==> config.mk <==
export PLATFORM = sky130hd
export DESIGN_NAME = alu_operand_stage
export DESIGN_NICKNAME = d
export VERILOG_FILES = /design/src/rtl/alu_operand_stage.sv
export SDC_FILE = /design/constraint.sdc
export NUM_CORES = 1
export LEC_CHECK = 0
export CAP_MARGIN = 25
export CORE_ASPECT_RATIO = 1.4
export CORE_MARGIN = 4
export CORE_UTILIZATION = 41
export CTS_BUF_LIST = sky130_fd_sc_hd__clkbuf_8
export DETAILED_ROUTE_END_ITERATION = 10
export HOLD_SLACK_MARGIN = 0.06
export PLACE_DENSITY = 0.91
export RECOVER_POWER = 100
export SETUP_SLACK_MARGIN = 0.2
export SLEW_MARGIN = 20
export SYNTH_ARGS = -nofsm -noshare
export SYNTH_HDL_FRONTEND = slang
export SYNTH_SLANG_ARGS = --single-unit
==> constraint.sdc <==
create_clock -name clk -period 2.7 [get_ports clk]
set_input_delay 0.405 -clock clk [delete_from_list [all_inputs] [get_ports clk]]
set_output_delay 0.405 -clock clk [all_outputs]
set_load 0.05 [all_outputs]
==> src/rtl/alu_operand_stage.sv <==
// ID/EX operand stage feeding the 32-bit ALU: one held instruction, RAW hazard handling.
// Define ALU_OPERAND_FORWARDING_EN to forward from EX/MEM and MEM/WB; otherwise hazards stall.
module alu_operand_stage #(
  parameter int DATA_WIDTH     = 32,
  parameter int REG_ADDR_WIDTH = 5
) (
  input  logic                      clk,
  input  logic                      reset,
  input  logic                      flush,
  input  logic                      in_valid,
  output logic                      in_ready,
  input  logic [3:0]                in_alu_op,
  input  logic [REG_ADDR_WIDTH-1:0] in_rs_addr,
  input  logic [REG_ADDR_WIDTH-1:0] in_rt_addr,
  input  logic [DATA_WIDTH-1:0]     in_rs_data,
  input  logic [DATA_WIDTH-1:0]     in_rt_data,
  input  logic [DATA_WIDTH-1:0]     in_imm,
  input  logic                      in_alu_src,
  input  logic [4:0]                in_shamt,
  input  logic [REG_ADDR_WIDTH-1:0] in_write_reg,
  input  logic                      in_reg_write,
  input  logic                      exmem_reg_write,
  input  logic [REG_ADDR_WIDTH-1:0] exmem_write_reg,
  input  logic [DATA_WIDTH-1:0]     exmem_data,
  input  logic                      memwb_reg_write,
  input  logic [REG_ADDR_WIDTH-1:0] memwb_write_reg,
  input  logic [DATA_WIDTH-1:0]     memwb_data,
  output logic                      out_valid,
  input  logic                      out_ready,
  output logic [3:0]                out_alu_op,
  output logic [DATA_WIDTH-1:0]     out_a,
  output logic [DATA_WIDTH-1:0]     out_b,
  output logic [4:0]                out_shamt,
  output logic [REG_ADDR_WIDTH-1:0] out_write_reg,
  output logic                      out_reg_write
);

  // Handshake: a beat moves on a side in any cycle where its valid and ready are both 1.
  // out_valid never drops without a transfer or flush/reset; held fields stay stable meanwhile.

  logic                      valid_q;
  logic [3:0]                alu_op_q;
  logic [REG_ADDR_WIDTH-1:0] rs_addr_q;
  logic [REG_ADDR_WIDTH-1:0] rt_addr_q;
  logic [DATA_WIDTH-1:0]     rs_data_q;
  logic [DATA_WIDTH-1:0]     rt_data_q;
  logic [DATA_WIDTH-1:0]     imm_q;
  logic                      alu_src_q;
  logic [4:0]                shamt_q;
  logic [REG_ADDR_WIDTH-1:0] write_reg_q;
  logic                      reg_write_q;

  logic [DATA_WIDTH-1:0]     rs_fwd;
  logic [DATA_WIDTH-1:0]     rt_fwd;
  logic                      hazard_stall;
  logic                      capture;

  function automatic logic src_match(input logic                      we,
                                     input logic [REG_ADDR_WIDTH-1:0] dst,
                                     input logic [REG_ADDR_WIDTH-1:0] src);
    return we && (dst == src) && (src != '0);
  endfunction

`ifdef ALU_OPERAND_FORWARDING_EN
  // EX/MEM is the younger producer, so it is applied last and wins.
  always_comb begin
    rs_fwd = rs_data_q;
    rt_fwd = rt_data_q;
    if (src_match(memwb_reg_write, memwb_write_reg, rs_addr_q)) rs_fwd = memwb_data;
    if (src_match(exmem_reg_write, exmem_write_reg, rs_addr_q)) rs_fwd = exmem_data;
    if (src_match(memwb_reg_write, memwb_write_reg, rt_addr_q)) rt_fwd = memwb_data;
    if (src_match(exmem_reg_write, exmem_write_reg, rt_addr_q)) rt_fwd = exmem_data;
  end

  assign hazard_stall = 1'b0;
`else
  logic rs_hit;
  logic rt_hit;
  logic unused_fwd_sources;

  always_comb begin
    rs_fwd = rs_data_q;
    rt_fwd = rt_data_q;
  end

  // Write-first register file: once a producer leaves MEM/WB the read data is current.
  always_comb begin
    rs_hit = src_match(valid_q & reg_write_q, write_reg_q, in_rs_addr) ||
             src_match(exmem_reg_write, exmem_write_reg, in_rs_addr) ||
             src_match(memwb_reg_write, memwb_write_reg, in_rs_addr);
    rt_hit = !in_alu_src &&
             (src_match(valid_q & reg_write_q, write_reg_q, in_rt_addr) ||
              src_match(exmem_reg_write, exmem_write_reg, in_rt_addr) ||
              src_match(memwb_reg_write, memwb_write_reg, in_rt_addr));
  end

  assign hazard_stall = in_valid && (rs_hit || rt_hit);
  assign unused_fwd_sources = ^{exmem_data, memwb_data, rs_addr_q, rt_addr_q};
`endif

  assign in_ready = !flush && !hazard_stall && (!valid_q || out_ready);
  assign capture  = in_valid && in_ready;

  always_ff @(posedge clk or negedge reset) begin
    if (!reset) begin
      valid_q     <= 1'b0;
      alu_op_q    <= '0;
      rs_addr_q   <= '0;
      rt_addr_q   <= '0;
      rs_data_q   <= '0;
      rt_data_q   <= '0;
      imm_q       <= '0;
      alu_src_q   <= 1'b0;
      shamt_q     <= '0;
      write_reg_q <= '0;
      reg_write_q <= 1'b0;
    end else if (flush) begin
      valid_q <= 1'b0;
    end else if (capture) begin
      valid_q     <= 1'b1;
      alu_op_q    <= in_alu_op;
      rs_addr_q   <= in_rs_addr;
      rt_addr_q   <= in_rt_addr;
      rs_data_q   <= in_rs_data;
      rt_data_q   <= in_rt_data;
      imm_q       <= in_imm;
      alu_src_q   <= in_alu_src;
      shamt_q     <= in_shamt;
      write_reg_q <= in_write_reg;
      reg_write_q <= in_reg_write;
    end else begin
      if (valid_q && out_ready) valid_q <= 1'b0;
`ifdef ALU_OPERAND_FORWARDING_EN
      // Latch forwarded values so they survive the producer retiring while we stall.
      if (valid_q) begin
        rs_data_q <= rs_fwd;
        rt_data_q <= rt_fwd;
      end
`endif
    end
  end

  assign out_valid     = valid_q;
  assign out_alu_op    = alu_op_q;
  assign out_a         = rs_fwd;
  assign out_b         = alu_src_q ? imm_q : rt_fwd;
  assign out_shamt     = shamt_q;
  assign out_write_reg = write_reg_q;
  assign out_reg_write = reg_write_q;

endmodule

Word level (Yosys, flattened, before mapping)
Cells that the tools add are included.

Equal/unequal tests: 6. Muxes and demuxes: 4. Bitwise operators: 2. Reduce and logical (&&, ||, !) cells: 32.

Operators by type and width (count): two-way mux 32 bit (1); equality test 5 bit (6); logical AND 1 bit (18); nonzero test 5 bit (2); logical OR 1 bit (6); zero test 1 bit (4); two-way mux 1 bit (3); nonzero test 3 bit (1); AND reduction 2 bit (1); bitwise AND 1 bit (1); inverter 1 bit (1).

Register bits after elaboration: 113. Input bits: 203. Output and inout port bits: 81. Word-level logic and storage cells: 53.

Longest topological paths before layout
Gate-level depths: netlist of the first run.

Depth after elaboration: 14. Gate-level depth with buffers: 8. Mapped depth without buffers: 6.

Least setup slack after synthesis of the first run
OpenSTA, ideal clock, no wires.

Path kind: reg-to-output. Start point: register write_reg_q[0], in the netlist out_write_reg[0]. End point: output in_ready. Data arrival time: 2.099 ns. Data required time: 2.295 ns. Path slack: 0.196 ns. Cell stages (with the launch flop): 7. Path buffers: 0. Cell sequence: dfrtp_1 -> xnor2_1 -> nand4_1 -> nor3_1 -> o31ai_2 -> nand3_1 -> a21oi_1.

Cells in the longest elaborated chain, start to end: 11. Elaborated cells on any way between the ends: 16. Classes of those cells: eq/ne: 2; reduce/logical: 14.

RTL lines: start, declared (RTL line 50) `logic [REG_ADDR_WIDTH-1:0] write_reg_q;`; start signal, assigned (RTL line 129) `write_reg_q <= in_write_reg;`; equality test 5 bit (RTL line 61) `return we && (dst == src) && (src != '0);`; logical AND 1 bit (2 in series) (RTL line 61); logical OR 1 bit (RTL line 92) `(src_match(valid_q & reg_write_q, write_reg_q, in_rt_addr) ||`; logical OR 1 bit (RTL line 93) `src_match(exmem_reg_write, exmem_write_reg, in_rt_addr) ||`; logical AND 1 bit (RTL line 91) `rt_hit = !in_alu_src &&`; logical OR 1 bit * (RTL line 97) `assign hazard_stall = in_valid && (rs_hit || rt_hit);`; logical AND 1 bit * (RTL line 97); zero test 1 bit * (RTL line 101) `assign in_ready = !flush && !hazard_stall && (!valid_q || out_ready);`; logical AND 1 bit * (2 in series) (RTL line 101); end, declared (RTL line 11) `output logic in_ready,`.

Mark *: on every way between the ends. The rest lies on a longest branch, timed or not.

Worst setup path after layout of the first run
Start point: input exmem_write_reg[2]. End point: register rt_data_q[14].

Cells in the longest elaborated chain, start to end: 13. Elaborated cells on any way between the ends: 18. Classes of those cells: eq/ne: 2; reduce/logical: 16.

RTL lines: start, declared (RTL line 23) `input logic [REG_ADDR_WIDTH-1:0] exmem_write_reg,`; equality test 5 bit (RTL line 61); logical AND 1 bit (2 in series) (RTL line 61); logical OR 1 bit (RTL line 92); logical OR 1 bit (RTL line 93); logical AND 1 bit (RTL line 91); logical OR 1 bit * (RTL line 97); logical AND 1 bit * (RTL line 97); zero test 1 bit * (RTL line 101); logical AND 1 bit * (2 in series) (RTL line 101); logical AND 1 bit * (RTL line 102) `assign capture = in_valid && in_ready;`; AND reduction 2 bit (no source line) *; end signal, assigned (RTL line 125) `rt_data_q <= in_rt_data;`; end, declared (RTL line 46) `logic [DATA_WIDTH-1:0] rt_data_q;`.

Marks and branches as above. A chain may end at the register's enable or synchronous reset.

==> flow_summary.ini, run 1 <==
[outcome]
status = finished, final reports clean

[sta]
tightest_slew_ps = 1340
hold_violations = 0
maxSlewHeadroom = 0.106
fmax_mhz = 392
fin_crit_sh = 0.944
setup_viol = 0
post-route-min-period_ps = 2550
rsz0062_at_grt = no
final.setup_skew_ps = 9.79
slew_violations = 0
holdWs_ps = 492

[drt]
dr.pass1.iters = 4
vias = 3765
ant_nets = 0
routed_wl_um = 14500
drc_errors = 0
viasPerCell = 4.97
wl_per_cell_um = 19.2
drt_iter0_drc = 80

[clock_network]
cts_tree = built
cts_made_buffers = 17
clk_pin_slew_ps = 80
clock_path_buffers = 2
cts.root.buffer_cell = clkbuf_8
cts_sinks = 113
cts_htree_levels = 4
clock_latency_ps = 420

[grt]
antenna_found_initial = 0
overflow = 0
grt_pass1_vias = 4316
grt_max_degree = 62
grt_usage = 0.199
grt_first_pass_wirelength_um = 23200

[synthesis]
synth-simple-area-share = 0.0270
synth_top_family_by_area = multiplexers
synth_adder_area_share = 0
netlist_area_sq_um = 5320
synthMuxAreaShare = 0.361
ys_seq_elements = 113
synth_nets = 537
synthCells = 334
yosys.area.top_type = dfrtp_1
synth_xor_area_frac = 0.0494
syn_avg_cell_area_sq_um = 15.9
ys_types = 21
synth_compound_area_frac = 0.00658
yosys_warnings = 0
yosysTopAreaCellShare = 0.531
ys_seq_area_frac = 0.531
ys_top_cells_by_area = dfrtp_1, mux2_4, mux2_2

[pwr]
p_per_area_nw_per_um2 = 824
leakagePower_uw = 0.00366
clockPowerShare = 0.228
ir_worst_vdd_mv = 0.456
power_uw = 6960
switching_share = 0.382
p_int_uw = 4310
combPwrFrac = 0.450
p_seq_frac = 0.322
p_sw_uw = 2660

[setup_path]
critical_path_class = in2reg
r2r_start = out_write_reg[4]
arrival_ps = 2850
cp.required_ps = 3000
ff2ff_path_depth = 10
worstPathMaxFanout = 11
end_kind = flip-flop
reg2reg_to = rt_data_q[14]
reg2reg_slack_ps = 250
cp-start-kind = input pin

[min_path]
hold_end = out_a[25]
worstHoldStart = out_a[25]
hp-class = reg2reg
min_path_cells = 1

[final_layout]
layout.nets = 794
stdcell_count = 757
drive_gt1_frac = 0.285
area_growth_pct = 58.8
layout_commonest_cell = clkdlybuf4s50_1
final_cell_mix = clkdlybuf4s50_1, dfrtp_1, mux2_1, mux2_2, dlygate4sd3_1
num_antenna_cells = 0

[die]
row_count = 49
die_h_um = 143
die_area_sq_um = 14900
io_pins = 284
fp.dieW_um = 104
start_util = 0.415
core-area_sq_um = 12800

[placement]
dpl.hpwl_um = 11200
place_congestion = 0.898
dp_cells = 722
port_buffers = 219

[flow_run]
drv_cap = 0
-- area by class of cell --
class	count	area (sq um)
Fill cell	935	4360
Timing Repair Buffer	254	2840
Sequential cell	113	2830
Multi-Input combinational cell	205	2190
Clock buffer	17	234
Tap cell	153	191
Clock inverter	15	161
-- logic make-up (layout without fill, tap and decap cells) --
group,after synthesis,in the layout
mux,144,144
flops,113,113
xor+xnor,30,30
simple gates,26,26
buf+inv,16,286
compound gates,5,5
-- layer usage --
layer / wire (um) / part of all wire / vias up / track usage
met5: 0 / 0 / - / 0
met4: 514 / 0.035 / 0 / 0.0896
met3: 889 / 0.061 / 40 / 0.0660
met2: 8020 / 0.55 / 157 / 0.363
met1: 5090 / 0.35 / 1864 / 0.208
li1: - / - / 1704 / -
-- worst max path at each step --
stage / from / depth (start not counted) / slack, ps / endpoint
3_3_place_gp: in_rt_addr[0] / 9 / -230 / rt_data_q[11]
3_5_place_dp: in_rt_addr[0] / 9 / -240 / rt_data_q[12]
4_1_cts: memwb_write_reg[0] / 8 / 210 / in_ready
6_report: exmem_write_reg[2] / 11 / 150 / rt_data_q[14]
2_1_floorplan: out_write_reg[3] / 8 / 470 / imm_q[0]
5_1_grt: out_write_reg[4] / 10 / 70 / rt_data_q[14]
-- worst max-delay path: stages --
cell,delay (ps)
clkdlybuf4s50_1,450
xor2_1,170
nor4_2,320
and3_1,270
o31ai_4,80
buf_4,150
buf_4,130
nand3_4,100
buf_12,150
clkbuf_2,280
mux2_4,330
-- what timing repair did --
| action | CTS | global route |
|---|---|---|
| setup buffers | 1 | 1 |
| gates cloned | 0 | 0 |
| gates resized for setup | 11 | 5 |
| pin swaps | 3 | 5 |
| endpoints found under the hold margin | 52 | 0 |
| endpoints found under the setup margin | 18 | 1 |
| hold buffers | 1 | 0 |
-- cell usage after synthesis (all sizes together) --
cell type  instances
mux2             144
a21oi              2
o22ai              2
buf               12
and4b              1
o31ai              1
nor4               3
nor2               3
nand3              3
clkbuf             4
and3               2
nand4              3
xnor2             16
nand2b             3
nand2              5
nor3               3
dfrtp            113
xor2              14
-- stage by stage --
stage / utilization / area (sq um) / setup TNS [ps] / setup WS [ps]
6_report: 0.660 / 8450 / 0 / 150
5_1_grt: 0.660 / 8450 / 0 / 70.6
4_1_cts: 0.679 / 8700 / 0 / 209
3_5_place_dp: 0.645 / 8270 / -19590 / -240
3_3_place_gp: 0.645 / 8270 / -18380 / -229
2_1_floorplan: - / 5330 / 0 / 472
-- power groups by stage --
| stage | Combinational, uW | Clock [uW] | Sequential, uW |
|---|---|---|---|
| global route | 3250 | 1720 | 2280 |
| CTS | 3400 | 1650 | 2260 |
| finish | 3130 | 1590 | 2240 |
| detailed placement | 3390 | 0 | 2290 |
| global placement | 3340 | 0 | 2250 |
| floorplan | 1390 | 0 | 2750 |
Power figures use the tool's default switching activity.
==> inputs of run 2 (changes only) <==
--- a/config.mk
+++ b/config.mk
@@ -5,12 +5,14 @@
 export SDC_FILE = /design/constraint.sdc
 export NUM_CORES = 1
 export LEC_CHECK = 0
+export ABC_CLOCK_PERIOD_IN_PS = 2700
 export CAP_MARGIN = 25
 export CORE_ASPECT_RATIO = 1.4
 export CORE_MARGIN = 4
 export CORE_UTILIZATION = 41
 export CTS_BUF_LIST = sky130_fd_sc_hd__clkbuf_8
 export DETAILED_ROUTE_END_ITERATION = 10
+export GPL_TIMING_DRIVEN = 1
 export HOLD_SLACK_MARGIN = 0.06
 export PLACE_DENSITY = 0.91
 export RECOVER_POWER = 100
==> results of run 2 <==
No change in the layout: final DEF, timing and power equal those of run 1.
